[src/rtl/cpu_pkg.sv]
// Shared CPU definitions: datapath width, NOP encoding and fetch FSM states.
package cpu_pkg;

    localparam int              XLEN     = 32;
    localparam logic [XLEN-1:0] NOP_INST = 32'h0000_0000;

    // IDLE: no request outstanding
    // WAIT: right-path request outstanding
    // DROP: wrong-path request outstanding, its data will be thrown away
    typedef enum logic [1:0] {
        IDLE = 2'd0,
        WAIT = 2'd1,
        DROP = 2'd2
    } fetch_state_t;

endpackage

[src/rtl/fetch_fifo.sv]
// Small circular buffer for fetched {pc, instruction} pairs.
// Head entry is presented combinationally; flush empties it on the next edge.
module fetch_fifo #(
    parameter  int DEPTH = 2,
    parameter  int WIDTH = 64,
    localparam int PW    = $clog2(DEPTH),
    localparam int CW    = PW + 1
) (
    input  logic             clk,
    input  logic             rst_n,
    input  logic             flush,
    input  logic             push,
    input  logic             pop,
    input  logic [WIDTH-1:0] wdata,
    output logic [WIDTH-1:0] rdata,
    output logic [CW-1:0]    count
);

    logic [WIDTH-1:0] mem [DEPTH];
    logic [PW-1:0]    wr_ptr, rd_ptr;
    logic             do_push, do_pop;

    // A push into a full buffer is only legal when the head leaves in the same cycle.
    assign do_pop  = pop && (count != '0);
    assign do_push = push && ((count != CW'(DEPTH)) || do_pop);
    assign rdata   = mem[rd_ptr];

    // Pointer and occupancy bookkeeping; flush wins over push/pop.
    always_ff @(posedge clk or negedge rst_n) begin
        if (!rst_n) begin
            wr_ptr <= '0;
            rd_ptr <= '0;
            count  <= '0;
        end else if (flush) begin
            wr_ptr <= '0;
            rd_ptr <= '0;
            count  <= '0;
        end else begin
            if (do_push) wr_ptr <= wr_ptr + 1'b1;
            if (do_pop)  rd_ptr <= rd_ptr + 1'b1;
            case ({do_push, do_pop})
                2'b10:   count <= count + 1'b1;
                2'b01:   count <= count - 1'b1;
                default: count <= count;
            endcase
        end
    end

    // Storage array, no reset needed since count gates visibility.
    always_ff @(posedge clk) begin
        if (do_push && !flush) mem[wr_ptr] <= wdata;
    end

endmodule

[src/rtl/fetch_unit.sv]
// Instruction fetch stage: one outstanding req/ack memory request, small
// prefetch buffer, stall and redirect handling, NOP when nothing is ready.
module fetch_unit
    import cpu_pkg::*;
#(
    parameter logic [XLEN-1:0] RESET_PC = 32'h0000_0000,
    parameter int              DEPTH    = 2
) (
    input  logic            clk,
    input  logic            rst_n,
    output logic            imem_req,
    output logic [XLEN-1:0] imem_addr,
    input  logic            imem_ack,
    input  logic [XLEN-1:0] imem_rdata,
    input  logic            stall,
    input  logic            redirect,
    input  logic [XLEN-1:0] redirect_pc,
    output logic            if_valid,
    output logic [XLEN-1:0] PC_if,
    output logic [XLEN-1:0] inst_if
);

    localparam int CW = $clog2(DEPTH) + 1;

    fetch_state_t      state, state_n;
    logic [XLEN-1:0]   fetch_pc, fetch_pc_n, addr_n;
    logic              push, pop, flush, room;
    logic [CW-1:0]     count, count_next;
    logic [2*XLEN-1:0] head;

    fetch_fifo #(.DEPTH(DEPTH), .WIDTH(2*XLEN)) u_fifo (
        .clk   (clk),
        .rst_n (rst_n),
        .flush (flush),
        .push  (push),
        .pop   (pop),
        .wdata ({fetch_pc, imem_rdata}),
        .rdata (head),
        .count (count)
    );

    // Redirect suppresses both push and pop; the flush takes over.
    assign pop        = if_valid && !stall && !redirect;
    assign push       = (state == WAIT) && imem_ack && !redirect;
    assign count_next = count + CW'(push) - CW'(pop);
    assign room       = count_next < CW'(DEPTH);

    // Presented instruction: FIFO head or NOP bubble.
    assign if_valid = (count != '0);
    assign PC_if    = if_valid ? head[2*XLEN-1:XLEN] : '0;
    assign inst_if  = if_valid ? head[XLEN-1:0]      : NOP_INST;

    // State and fetch datapath registers.
    always_ff @(posedge clk or negedge rst_n) begin
        if (!rst_n) begin
            state     <= IDLE;
            fetch_pc  <= RESET_PC;
            imem_addr <= RESET_PC;
        end else begin
            state     <= state_n;
            fetch_pc  <= fetch_pc_n;
            imem_addr <= addr_n;
        end
    end

    // Next-state logic; imem_addr only moves when a new request starts.
    always_comb begin
        state_n    = state;
        fetch_pc_n = fetch_pc;
        addr_n     = imem_addr;
        flush      = 1'b0;
        case (state)
            IDLE: begin
                if (redirect) begin
                    flush      = 1'b1;
                    fetch_pc_n = redirect_pc;
                end else if (room) begin
                    state_n = WAIT;
                    addr_n  = fetch_pc;
                end
            end
            WAIT: begin
                if (redirect) begin
                    flush      = 1'b1;
                    fetch_pc_n = redirect_pc;
                    state_n    = imem_ack ? IDLE : DROP;
                end else if (imem_ack) begin
                    fetch_pc_n = fetch_pc + 32'd1;
                    if (room) addr_n  = fetch_pc + 32'd1;
                    else      state_n = IDLE;
                end
            end
            DROP: begin
                if (redirect) begin
                    flush      = 1'b1;
                    fetch_pc_n = redirect_pc;
                end
                if (imem_ack) state_n = IDLE;
            end
            default: state_n = IDLE;
        endcase
    end

    // Request is held for the whole time a request is outstanding.
    always_comb begin
        imem_req = (state == WAIT) || (state == DROP);
    end

endmodule

[config.mk]
export PLATFORM = sky130hd
export DESIGN_NAME = fetch_unit
export DESIGN_NICKNAME = d
export VERILOG_FILES = /design/src/rtl/cpu_pkg.sv /design/src/rtl/fetch_fifo.sv /design/src/rtl/fetch_unit.sv
export SDC_FILE = /design/constraint.sdc
export NUM_CORES = 1
export LEC_CHECK = 0
export CAP_MARGIN = 5
export CORE_MARGIN = 5
export CORE_UTILIZATION = 30
export CTS_CLUSTER_DIAMETER = 100
export CTS_CLUSTER_SIZE = 16
export DETAILED_ROUTE_END_ITERATION = 8
export PLACE_DENSITY = 0.58
export SYNTH_ARGS = -nofsm -noshare
export SYNTH_HDL_FRONTEND = slang
export SYNTH_SLANG_ARGS = --single-unit
[constraint.sdc]
create_clock -name clk -period 5.6 [get_ports clk]
set_input_delay 0.56 -clock clk [delete_from_list [all_inputs] [get_ports clk]]
set_output_delay 0.56 -clock clk [all_outputs]
set_load 0.01 [all_outputs]
==> results.sh <==
export IMPL_drc=0
export IMPL_async_reset_ff_frac=0.354
export IMPL_place_gp_congestion=0.769
export IMPL_synth_commonest_cells="edfxtp_1 (128), nor2_1 (102), dfrtp_1 (70)"
export IMPL_port_buffers=166
export IMPL_finalMaxSlewViolations=0
export IMPL_path_cells="buf_4 > mux2i_1 > nor2_1 > clkdlybuf4s50_1"
export IMPL_startpoint_type="register"
export IMPL_routedWlPerCell_um=18.1
export IMPL_worst_pin_slew_ns=1.17
export IMPL_start_util=0.305
export IMPL_core_area_sq_um=29700
export IMPL_syn_nets=861
export IMPL_clockBufferDepth=2
export IMPL_fp_dieH_um=184
export IMPL_first_global_vias=6201
export IMPL_root_buffer="clkbuf_16"
export IMPL_cp_end_kind="output pin"
export IMPL_firstDrtPassIters=5
export IMPL_synth_area_sq_um=9080
export IMPL_synthCells=786
export IMPL_fin_worst_skew_ns=0.0196
export IMPL_via_count=6566
export IMPL_viasPerCell=4.94
export IMPL_die_w_um=184
export IMPL_post_route_period_util=0.611
export IMPL_drv_cap=0
export IMPL_place_hpwl_um=15900
export IMPL_finalPower_mw=5.21
export IMPL_finalSetupViolCount=0
export IMPL_grt_start_max_net_pins=71
export IMPL_synth_top_area_frac=0.423
export IMPL_synthTopCellsByArea="edfxtp_1 (42%), dfrtp_1 (19%), mux2i_1 (7.6%), nor2_1 (4.2%), o21ai_0 (2.7%)"
export IMPL_cpPeakStageDelay_ns=0.96
export IMPL_area_sequential_sq_um=5600
export IMPL_antenna_found_initial=0
export IMPL_routed_wl_um=24000
export IMPL_htree_num_levels=4
export IMPL_criticalPathCategory="register to output pin"
export IMPL_yosysUniqueCellTypes=48
export IMPL_cts_sinks=198
export IMPL_tritoncts="built"
export IMPL_synth_most_common_cell="edfxtp_1"
export IMPL_cts_resized_gates=0
export IMPL_layout_drive_gt1_share=0.0618
export IMPL_grt_overflow_total=0
export IMPL_cellLeakagePower_nw=4.02
export IMPL_clk_latency_ns=0.44
export IMPL_slew_headroom=0.218
export IMPL_grtUsageTotal=0.139
export IMPL_cts_setup_buffers=0
export IMPL_powerDensity_nw_per_um2=446
export IMPL_area_growth_pct=28.7
export IMPL_synth_edff_count=128
export IMPL_ant_nets=0
export IMPL_yosys_area_top_type="edfxtp_1"
export IMPL_antenna_cells=0
export IMPL_ys_seq_area_frac=0.616
export IMPL_yosysWarnings=0
export IMPL_cts_inserted_buffers=17
export IMPL_rsz0062_at_grt="no"
export IMPL_avgSynthCellArea_sq_um=11.5
export IMPL_synth_main_ff_cell="edfxtp_1"
export IMPL_cp_required_ns=5.04
export IMPL_ioPinCount=167
export IMPL_hold_path_class="input pin to async pin"
export IMPL_period_needed_ns=3.42
export IMPL_ir_drop_uv=219
export IMPL_synth_seq_cells=198
export IMPL_crit_path_top_delay_cell="dfrtp_4"
export IMPL_fp_dieArea_sq_um=33800
export IMPL_fin_setup_tns_ns=0
export IMPL_cp_max_fo=42
export IMPL_rr_worst_depth=7
export IMPL_clk_pin_slew_ns=0.08
export IMPL_final_nets=1000
export IMPL_initialDrtViolationCount=465
export IMPL_fill_cells=2867
export IMPL_max_freq_mhz=292
export IMPL_status="finished, final reports clean"
export IMPL_hold_violations=0
export IMPL_multi_input_area_sq_um=3220
export IMPL_cts_hold_buf=0
export IMPL_rows=63
export IMPL_grt_first_pass_wirelength_um=36700
export IMPL_arrival_ns=2.86
final cells by class:
cell class / count / area share
multi-input combinational: 512 / 0.276
inverter: 21 / 0.00675
sequential: 198 / 0.479
clock buffer: 18 / 0.0367
clock inverter: 14 / 0.0120
timing repair buffer: 175 / 0.148
tap: 390 / 0.0418
cell usage in the layout, fill, tap and decap left out, types with 4 or more instances in the layout:
cell	netlist	routed
o21ai_0	49	49
a31oi_1	7	7
buf_4	1	10
nand2_1	61	61
nand2b_1	4	4
edfxtp_1	128	128
xnor2_1	14	14
clkbuf_16	0	17
clkdlybuf4s50_1	0	165
nor3_1	11	10
dfrtp_1	70	69
a2bb2oi_1	16	16
inv_6	0	4
and3_1	10	10
nand4_1	17	17
nor2_1	102	99
ha_1	6	6
a21oi_1	31	30
a211oi_1	8	8
nor3_2	4	5
xor2_1	17	17
o22ai_1	14	14
inv_1	21	21
mux2i_1	69	69
nand3_1	28	28
metrics by stage:
step | hold slack, ns | instances | area [sq um] | util | setup WS (ns)
2_1_floorplan | 0.264 | 786 | 9080 | - | 0.915
3_3_place_gp | 0.462 | 1296 | 11100 | 0.374 | 1.94
3_5_place_dp | 0.469 | 1296 | 11100 | 0.374 | 1.85
4_1_cts | 0.313 | 1328 | 11700 | 0.393 | 2.11
5_1_grt | 0.325 | 1328 | 11700 | 0.393 | 1.97
6_report | 0.246 | 1328 | 11700 | 0.393 | 2.18
state kept, by name (all words and copies together), names as in the netlist:
| signal | flops |
|---|---|
| state | 2 |
| u_fifo.count | 2 |
| imem_addr | 32 |
| u_fifo.rd_ptr | 1 |
| u_fifo.mem | 128 |
| u_fifo.wr_ptr | 1 |
| fetch_pc | 32 |
path summary, 6_finish.rpt:
| path | slack, ns | endpoint | startpoint |
|---|---|---|---|
| hold / removal | 0.25 | imem_addr[16] | rst_n |
| setup / recovery | 2.18 | PC_if[31] | u_fifo.rd_ptr |
| min in group clk | 0.48 | imem_addr[2] | imem_addr[2] |
| setup reg to reg | 2.23 | u_fifo.mem[1][33] | state[1] |
| hold reg to reg | 0.48 | imem_addr[2] | imem_addr[2] |
| max in group asynchronous | 4.57 | u_fifo.rd_ptr | rst_n |
report_power, final:
| part | leakage [nW] | internal (mW) | total [mW] | switching [mW] |
|---|---|---|---|---|
| combinational | 1.76 | 0.773 | 1.70 | 0.924 |
| sequential | 1.99 | 1.95 | 2.33 | 0.382 |
| clock | 0.277 | 0.593 | 1.19 | 0.594 |
kinds of logic after synthesis:
kind of cell | share of synthesized area
AO/OA/AOI/OAI | 0.0995
multiplexers | 0.0761
flip-flops | 0.616
buffers and inverters | 0.0331
XOR/XNOR | 0.0325
adder cells (fa/ha/maj) | 0.00827
AND/OR/NAND/NOR | 0.134
critical path: cells and delay by family, from the launching register on:
| kind | cells | cell delay, ns |
|---|---|---|
| simple gates | 1 | 0.06 |
| buf+inv | 2 | 1.03 |
| flops | 1 | 0.96 |
| mux | 1 | 0.33 |
per-layer routing:
metal  up-vias  global-route usage  share of wire  routed length [um]
met5         -                   0              0                   0
met4         0              0.0370          0.011                 267
met3        15              0.0245          0.045                1080
met2       182               0.223           0.48               11600
met1      3229               0.195           0.46               11100
li1       3140                   -              -                   -
Power figures use the tool's default switching activity.
